<file path="src/rtl/iterative_alu.sv">
// Multi-cycle ALU: single-cycle logic ops, bit-serial shifts and a shift-add multiplier.
// Optional feature macro: ITERATIVE_ALU_MULT_EN enables the multiplier datapath. When it is
// not defined, MULT completes in one cycle with RESULT 0 and ERR set.
module iterative_alu #(
    parameter int unsigned WIDTH = 8
) (
    input  logic             CLK,
    input  logic             RESET,
    input  logic             START,
    input  logic [2:0]       SELECT,
    input  logic [WIDTH-1:0] DATA1,
    input  logic [WIDTH-1:0] DATA2,
    output logic [WIDTH-1:0] RESULT,
    output logic             ZERO,
    output logic             BUSY,
    output logic             DONE,
    output logic             ERR
);

    localparam int unsigned CW = $clog2(WIDTH) + 1;

    localparam logic [2:0] OpFwd = 3'b000;
    localparam logic [2:0] OpAdd = 3'b001;
    localparam logic [2:0] OpAnd = 3'b010;
    localparam logic [2:0] OpOr  = 3'b011;
    localparam logic [2:0] OpSub = 3'b100;
    localparam logic [2:0] OpMul = 3'b101;
    localparam logic [2:0] OpSll = 3'b110;
    localparam logic [2:0] OpSra = 3'b111;

    typedef enum logic [1:0] {StIdle, StBusy, StDone} state_e;

    state_e           state_q, state_d;
    logic [WIDTH-1:0] result_q, result_d;
    logic             zero_q, zero_d;
    logic             err_q, err_d;
    logic [CW-1:0]    cnt_q, cnt_d;
    logic [2:0]       sel_q, sel_d;
    logic [WIDTH-1:0] a_q, a_d;
`ifdef ITERATIVE_ALU_MULT_EN
    logic [WIDTH-1:0] b_q, b_d;
    logic [WIDTH-1:0] acc_q, acc_d;
`endif

    logic             fin;
    logic [WIDTH-1:0] fin_val;
    logic             fin_err;
    logic [CW-1:0]    amt;
    logic [WIDTH-1:0] first_shift;

    function automatic logic [WIDTH-1:0] sll1(input logic [WIDTH-1:0] v);
        return {v[WIDTH-2:0], 1'b0};
    endfunction

    function automatic logic [WIDTH-1:0] sra1(input logic [WIDTH-1:0] v);
        return {v[WIDTH-1], v[WIDTH-1:1]};
    endfunction

    // Shift amount saturates at WIDTH; first_shift is the step performed on the accepting edge.
    always_comb begin
        amt         = (DATA2 >= WIDTH'(WIDTH)) ? CW'(WIDTH) : CW'(DATA2);
        first_shift = (SELECT == OpSra) ? sra1(DATA1) : sll1(DATA1);
    end

    // Next-state logic: accepts requests, iterates in StBusy, commits results on completion.
    always_comb begin
        state_d  = state_q;
        result_d = result_q;
        zero_d   = zero_q;
        err_d    = err_q;
        cnt_d    = cnt_q;
        sel_d    = sel_q;
        a_d      = a_q;
`ifdef ITERATIVE_ALU_MULT_EN
        b_d      = b_q;
        acc_d    = acc_q;
`endif
        fin      = 1'b0;
        fin_val  = '0;
        fin_err  = 1'b0;

        unique case (state_q)
            StBusy: begin
                // Inputs are ignored here; only the latched operands advance.
`ifdef ITERATIVE_ALU_MULT_EN
                if (sel_q == OpMul) begin
                    acc_d   = acc_q + (b_q[0] ? a_q : '0);
                    a_d     = sll1(a_q);
                    b_d     = b_q >> 1;
                    fin_val = acc_d;
                end else
`endif
                if (sel_q == OpSra) begin
                    a_d     = sra1(a_q);
                    fin_val = a_d;
                end else begin
                    a_d     = sll1(a_q);
                    fin_val = a_d;
                end
                cnt_d = cnt_q - CW'(1);
                fin   = (cnt_q == CW'(1));
            end
            default: begin
                state_d = StIdle;
                if (START) begin
                    sel_d = SELECT;
                    case (SELECT)
                        OpFwd: begin fin = 1'b1; fin_val = DATA2;         end
                        OpAdd: begin fin = 1'b1; fin_val = DATA1 + DATA2; end
                        OpAnd: begin fin = 1'b1; fin_val = DATA1 & DATA2; end
                        OpOr:  begin fin = 1'b1; fin_val = DATA1 | DATA2; end
                        OpSub: begin fin = 1'b1; fin_val = DATA1 - DATA2; end
                        OpMul: begin
`ifdef ITERATIVE_ALU_MULT_EN
                            // First shift-add step happens on the accepting edge.
                            acc_d   = DATA2[0] ? DATA1 : '0;
                            a_d     = sll1(DATA1);
                            b_d     = DATA2 >> 1;
                            cnt_d   = CW'(WIDTH - 1);
                            state_d = StBusy;
`else
                            fin     = 1'b1;
                            fin_val = '0;
                            fin_err = 1'b1;
`endif
                        end
                        default: begin
                            if (amt == '0) begin
                                fin     = 1'b1;
                                fin_val = DATA1;
                            end else if (amt == CW'(1)) begin
                                fin     = 1'b1;
                                fin_val = first_shift;
                            end else begin
                                a_d     = first_shift;
                                cnt_d   = amt - CW'(1);
                                state_d = StBusy;
                            end
                        end
                    endcase
                end
            end
        endcase

        if (fin) begin
            state_d  = StDone;
            result_d = fin_val;
            zero_d   = (fin_val == '0);
            err_d    = fin_err;
        end
    end

    // State and datapath registers with synchronous reset.
    always_ff @(posedge CLK) begin
        if (RESET) begin
            state_q  <= StIdle;
            result_q <= '0;
            zero_q   <= 1'b1;
            err_q    <= 1'b0;
            cnt_q    <= '0;
            sel_q    <= '0;
            a_q      <= '0;
`ifdef ITERATIVE_ALU_MULT_EN
            b_q      <= '0;
            acc_q    <= '0;
`endif
        end else begin
            state_q  <= state_d;
            result_q <= result_d;
            zero_q   <= zero_d;
            err_q    <= err_d;
            cnt_q    <= cnt_d;
            sel_q    <= sel_d;
            a_q      <= a_d;
`ifdef ITERATIVE_ALU_MULT_EN
            b_q      <= b_d;
            acc_q    <= acc_d;
`endif
        end
    end

    // Output decode.
    always_comb begin
        RESULT = result_q;
        ZERO   = zero_q;
        ERR    = err_q;
        BUSY   = (state_q == StBusy);
        DONE   = (state_q == StDone);
    end

endmodule

</file>
<file path="config.mk">
export PLATFORM = sky130hd
export DESIGN_NAME = iterative_alu
export DESIGN_NICKNAME = d
export VERILOG_FILES = /design/src/rtl/iterative_alu.sv
export SDC_FILE = /design/constraint.sdc
export NUM_CORES = 1
export LEC_CHECK = 0
export CAP_MARGIN = 20
export CORE_UTILIZATION = 24
export DETAILED_ROUTE_END_ITERATION = 7
export HOLD_SLACK_MARGIN = 0.08
export PLACE_DENSITY = 0.44
export SLEW_MARGIN = 20
export SYNTH_ARGS = -nofsm -noshare
export SYNTH_HDL_FRONTEND = slang
export SYNTH_SLANG_ARGS = --single-unit
</file>
<file path="constraint.sdc">
create_clock -name CLK -period 8.7 [get_ports CLK]
set_input_delay 1.305 -clock CLK [delete_from_list [all_inputs] [get_ports CLK]]
set_output_delay 1.305 -clock CLK [all_outputs]
set_load 0.005 [all_outputs]
</file>
==> run summary <==
The run finished with clean final reports. The antenna cell count came out at 0. The start point of the worst min-delay path is RESULT[1]. The fmax came out at 214 MHz. STA classifies the critical path endpoint as a flip-flop.

Entering global routing, the biggest net connects 29 pins. The tools report the via count of the first global-routing pass as 2,443. Once the clock tree was built, the resizer swapped 0 gates to a different size. In the final routed layout, each cell accounts on average for 16.4 um. The die extent in x was 104 um. The most critical setup path has its startpoint at SELECT[0].

For the sequential-to-total area share from yosys stat, the log shows 21.8%. For this design, the sink count on the clock tree is 27. For the post-place setup slack, the log shows 3.77 ns. The number of antenna violations at the first check in global routing was 0; the share of final-layout standard cells stronger than drive strength 1 was 7.08%.

The most frequent standard cell in the layout excluding fill and tap cells was sky130_fd_sc_hd__nor2_1. In this run the worst setup path terminates at ZERO. The top cell types in the final layout, fill and taps aside, are sky130_fd_sc_hd__nor2_1 (42), sky130_fd_sc_hd__clkdlybuf4s50_1 (33), sky130_fd_sc_hd__nand2_1 (32). The total die area came out at 10,800 um2. The number of DRC markers in iteration 0 came out at 132. Global routing used 15.3% of the available tracks.

The wire length of the first global-routing pass came out at 13.2 mm. The tightest hold path in the finished design has a slack of 0.457 ns. Root buffer selected by CTS: sky130_fd_sc_hd__clkbuf_8. The worst register-to-register path begins at state_q[1]. Sort of element at the start of the critical path: a primary input. At the later pin of the worst-skew pair, clock insertion delay measures 0.27 ns. Counting the buffers created by CTS gives 3. At the end of routability-driven placement, the weighted congestion stood at 0.795. TritonCTS built the clock tree. The average cell area after synthesis is 7.41 um2, and the arrival time reported for the critical path endpoint is 4.82 ns.

Once detailed placement completed, the half-perimeter wirelength came to 6.31 mm. After layout, the worst setup slack is 4.03 ns. In this run the tightest slew margin relative to its limit is 30.3%.

The synthesized netlist contains 60 unique library cells. Type of the setup path with the least slack: primary input to flip-flop. The pre-antenna-repair detailed-routing pass consisted of 4 iterations. At the worst endpoint, the required time is 8.85 ns.

The share of the synthesized area in the top cell type came out at 21.8%. The setup check on the worst reg-to-reg path leaves a slack of 6.27 ns. Clock-pin slew was measured on the worst setup and hold paths at 0.10 ns. Synthesis produced 335 cells. The detailed router placed 2,432 vias in this run. Across the VDD grid, the largest voltage drop is 0.0000509 V.

Summed over all cells, the static leakage comes to 0.00109 uW. The largest fanout on the critical path works out to 18. The run gives 25.1% as the starting utilization of the core area. The die outline height was 104 um. The remaining routing DRC violations was 0; the number of hold buffers added after cts was 0. After routing the design area is 2930 um2. The number of register bits inferred by synthesis came out at 27. The total number of yosys warnings is 0, and the share of synthesized registers carrying an async set or reset is 0%.

The net count of the finished layout is 391. In this run the power density over the cells is 115 nW/um2. From synthesis to final layout, the design area changed by 18.1%. Slew at the pin closest to its max-slew limit: 1.04 ns. Setup repair after global routing left no endpoint under its margin.

The maximum number of buffers from clock root to sink came out at 2. Once detail routing completed, the nets flagged for antenna violations numbered 0. The initialized floorplan defines 36 standard-cell rows.

Of all cell types, the one taking the most synthesized area is sky130_fd_sc_hd__dfxtp_1. Buffers added to address setup during post-CTS repair amount to 0. Number of flops mapped to enable cells by yosys: 0. The number of nets in the synthesized netlist is 372. For the count of final hold-check violations, the log shows 0. For the level count of the clock H-tree, the log shows 1. The run gives 34 as the number of primary I/O pins. The tools report the core region area as 9910 um2. The total congestion overflow was 0. After layout, the minimum clock period comes to 4.67 ns.

The most used flip-flop cell after synthesis is sky130_fd_sc_hd__dfxtp_1. The total of max-cap violations came out at 0. Final critical-path share of the clock period: 53.7%. The cell area reported after detailed placement is 2890 um2.

Yosys attributes the largest share of cell area to sky130_fd_sc_hd__dfxtp_1 (22%), sky130_fd_sc_hd__ha_1 (7.1%), sky130_fd_sc_hd__nor2_1 (6.3%). After detailed routing, the total wire length is 7.98 mm. The completed layout was analyzed and its total power is 337 uW.

The cell area that synthesis handed to floorplanning was 2480 um2. For the number of max-slew violations in the final report, the log shows 0. The endpoint identified for the worst register-to-register timing path is RESULT[1].

Setup violations remaining at the end of the flow were counted as 0. Sum of negative setup slack: 0 ns. The worst min-delay path class was flip-flop to flip-flop. The via count normalized by instance count was 5.00; the worst reg-to-reg path cell count was 6.

During placement, the flow inserted port buffers numbering 33. The final clock skew is 0.00151 ns.
## metal layers
layer	track usage [%]	vias to the layer above	routed length, um
met5	0	-	0
met4	2.55	0	41
met3	0.881	2	227
met2	25.7	49	3690
met1	21.7	1142	4020
li1	-	1239	-
## state kept, by name, indices dropped and copies added, names as in the netlist
signal,count
RESULT,8
a_q,8
cnt_q,4
sel_q,3
state_q,2
ERR,1
ZERO,1
## cell families (layout without fill, tap and decap cells)
group	Yosys count	after routing	synth area share [%]
adder cells (fa/ha/maj)	19	19	9.47
multiplexers	12	12	5.29
buffers and inverters	38	56	7.00
AND/OR/NAND/NOR	128	128	25.4
AO/OA/AOI/OAI	97	97	26.1
XOR/XNOR	14	14	4.94
flip-flops	27	27	21.8
## worst max-delay path, stage by stage
cell                              delay, ns
sky130_fd_sc_hd__clkdlybuf4s50_1       0.83
sky130_fd_sc_hd__nor3b_2               0.56
sky130_fd_sc_hd__mux2_2                0.41
sky130_fd_sc_hd__inv_1                 0.07
sky130_fd_sc_hd__ha_1                  0.21
sky130_fd_sc_hd__nor2b_1               0.16
sky130_fd_sc_hd__o2111ai_1             0.29
sky130_fd_sc_hd__a31oi_1               0.16
sky130_fd_sc_hd__xnor2_1               0.19
sky130_fd_sc_hd__nor4_1                0.07
sky130_fd_sc_hd__nor4_1                0.41
sky130_fd_sc_hd__o31ai_1               0.14
## metrics by stage
stage	util (%)	std cells
after floorplan	-	335
after global placement	29.1	482
after detailed placement	29.1	482
after CTS	29.6	486
after global routing	29.6	486
final	29.6	486
## final cells by class
type	instances	area, um2
Tap cell	133	166
Multi-Input combinational cell	270	1770
Clock inverter	1	7.51
Fill cell	1130	6980
Inverter	17	63.8
Timing Repair Buffer	35	345
Clock buffer	3	41.3
Sequential cell	27	541
## Yosys cell counts (all sizes together), types with 3 or more instances
cell type / count
a211oi: 6
a21oi: 28
a31oi: 10
and3: 6
buf: 10
clkbuf: 11
dfxtp: 27
ha: 14
inv: 17
maj3: 4
mux2: 9
mux2i: 3
nand2: 32
nand2b: 6
nand3: 4
nor2: 42
nor2b: 6
nor3: 13
nor4: 5
o21ai: 17
o31ai: 4
or2: 3
or3: 3
xnor2: 11
xor2: 3
## power breakdown
group | total [uW] | internal [uW] | leakage, uW | switching, uW
Clock | 74.1 | 32.5 | 0.0000217 | 41.6
Sequential | 136 | 131 | 0.000221 | 4.82
Combinational | 127 | 56.5 | 0.000852 | 70.1
Total | 337 | 220 | 0.00109 | 116
## worst min path at each step
stage          cells after the start   endpoint  slack (ns)
6_report                           2  RESULT[1]        0.46
5_1_grt                            2  RESULT[1]        0.49
4_1_cts                            2  RESULT[1]        0.46
3_5_place_dp                       2  RESULT[1]        0.45
3_3_place_gp                       1  RESULT[7]        0.44
2_1_floorplan                      2   sel_q[0]        0.45
Note: power is estimated with default switching activity, not from simulation.
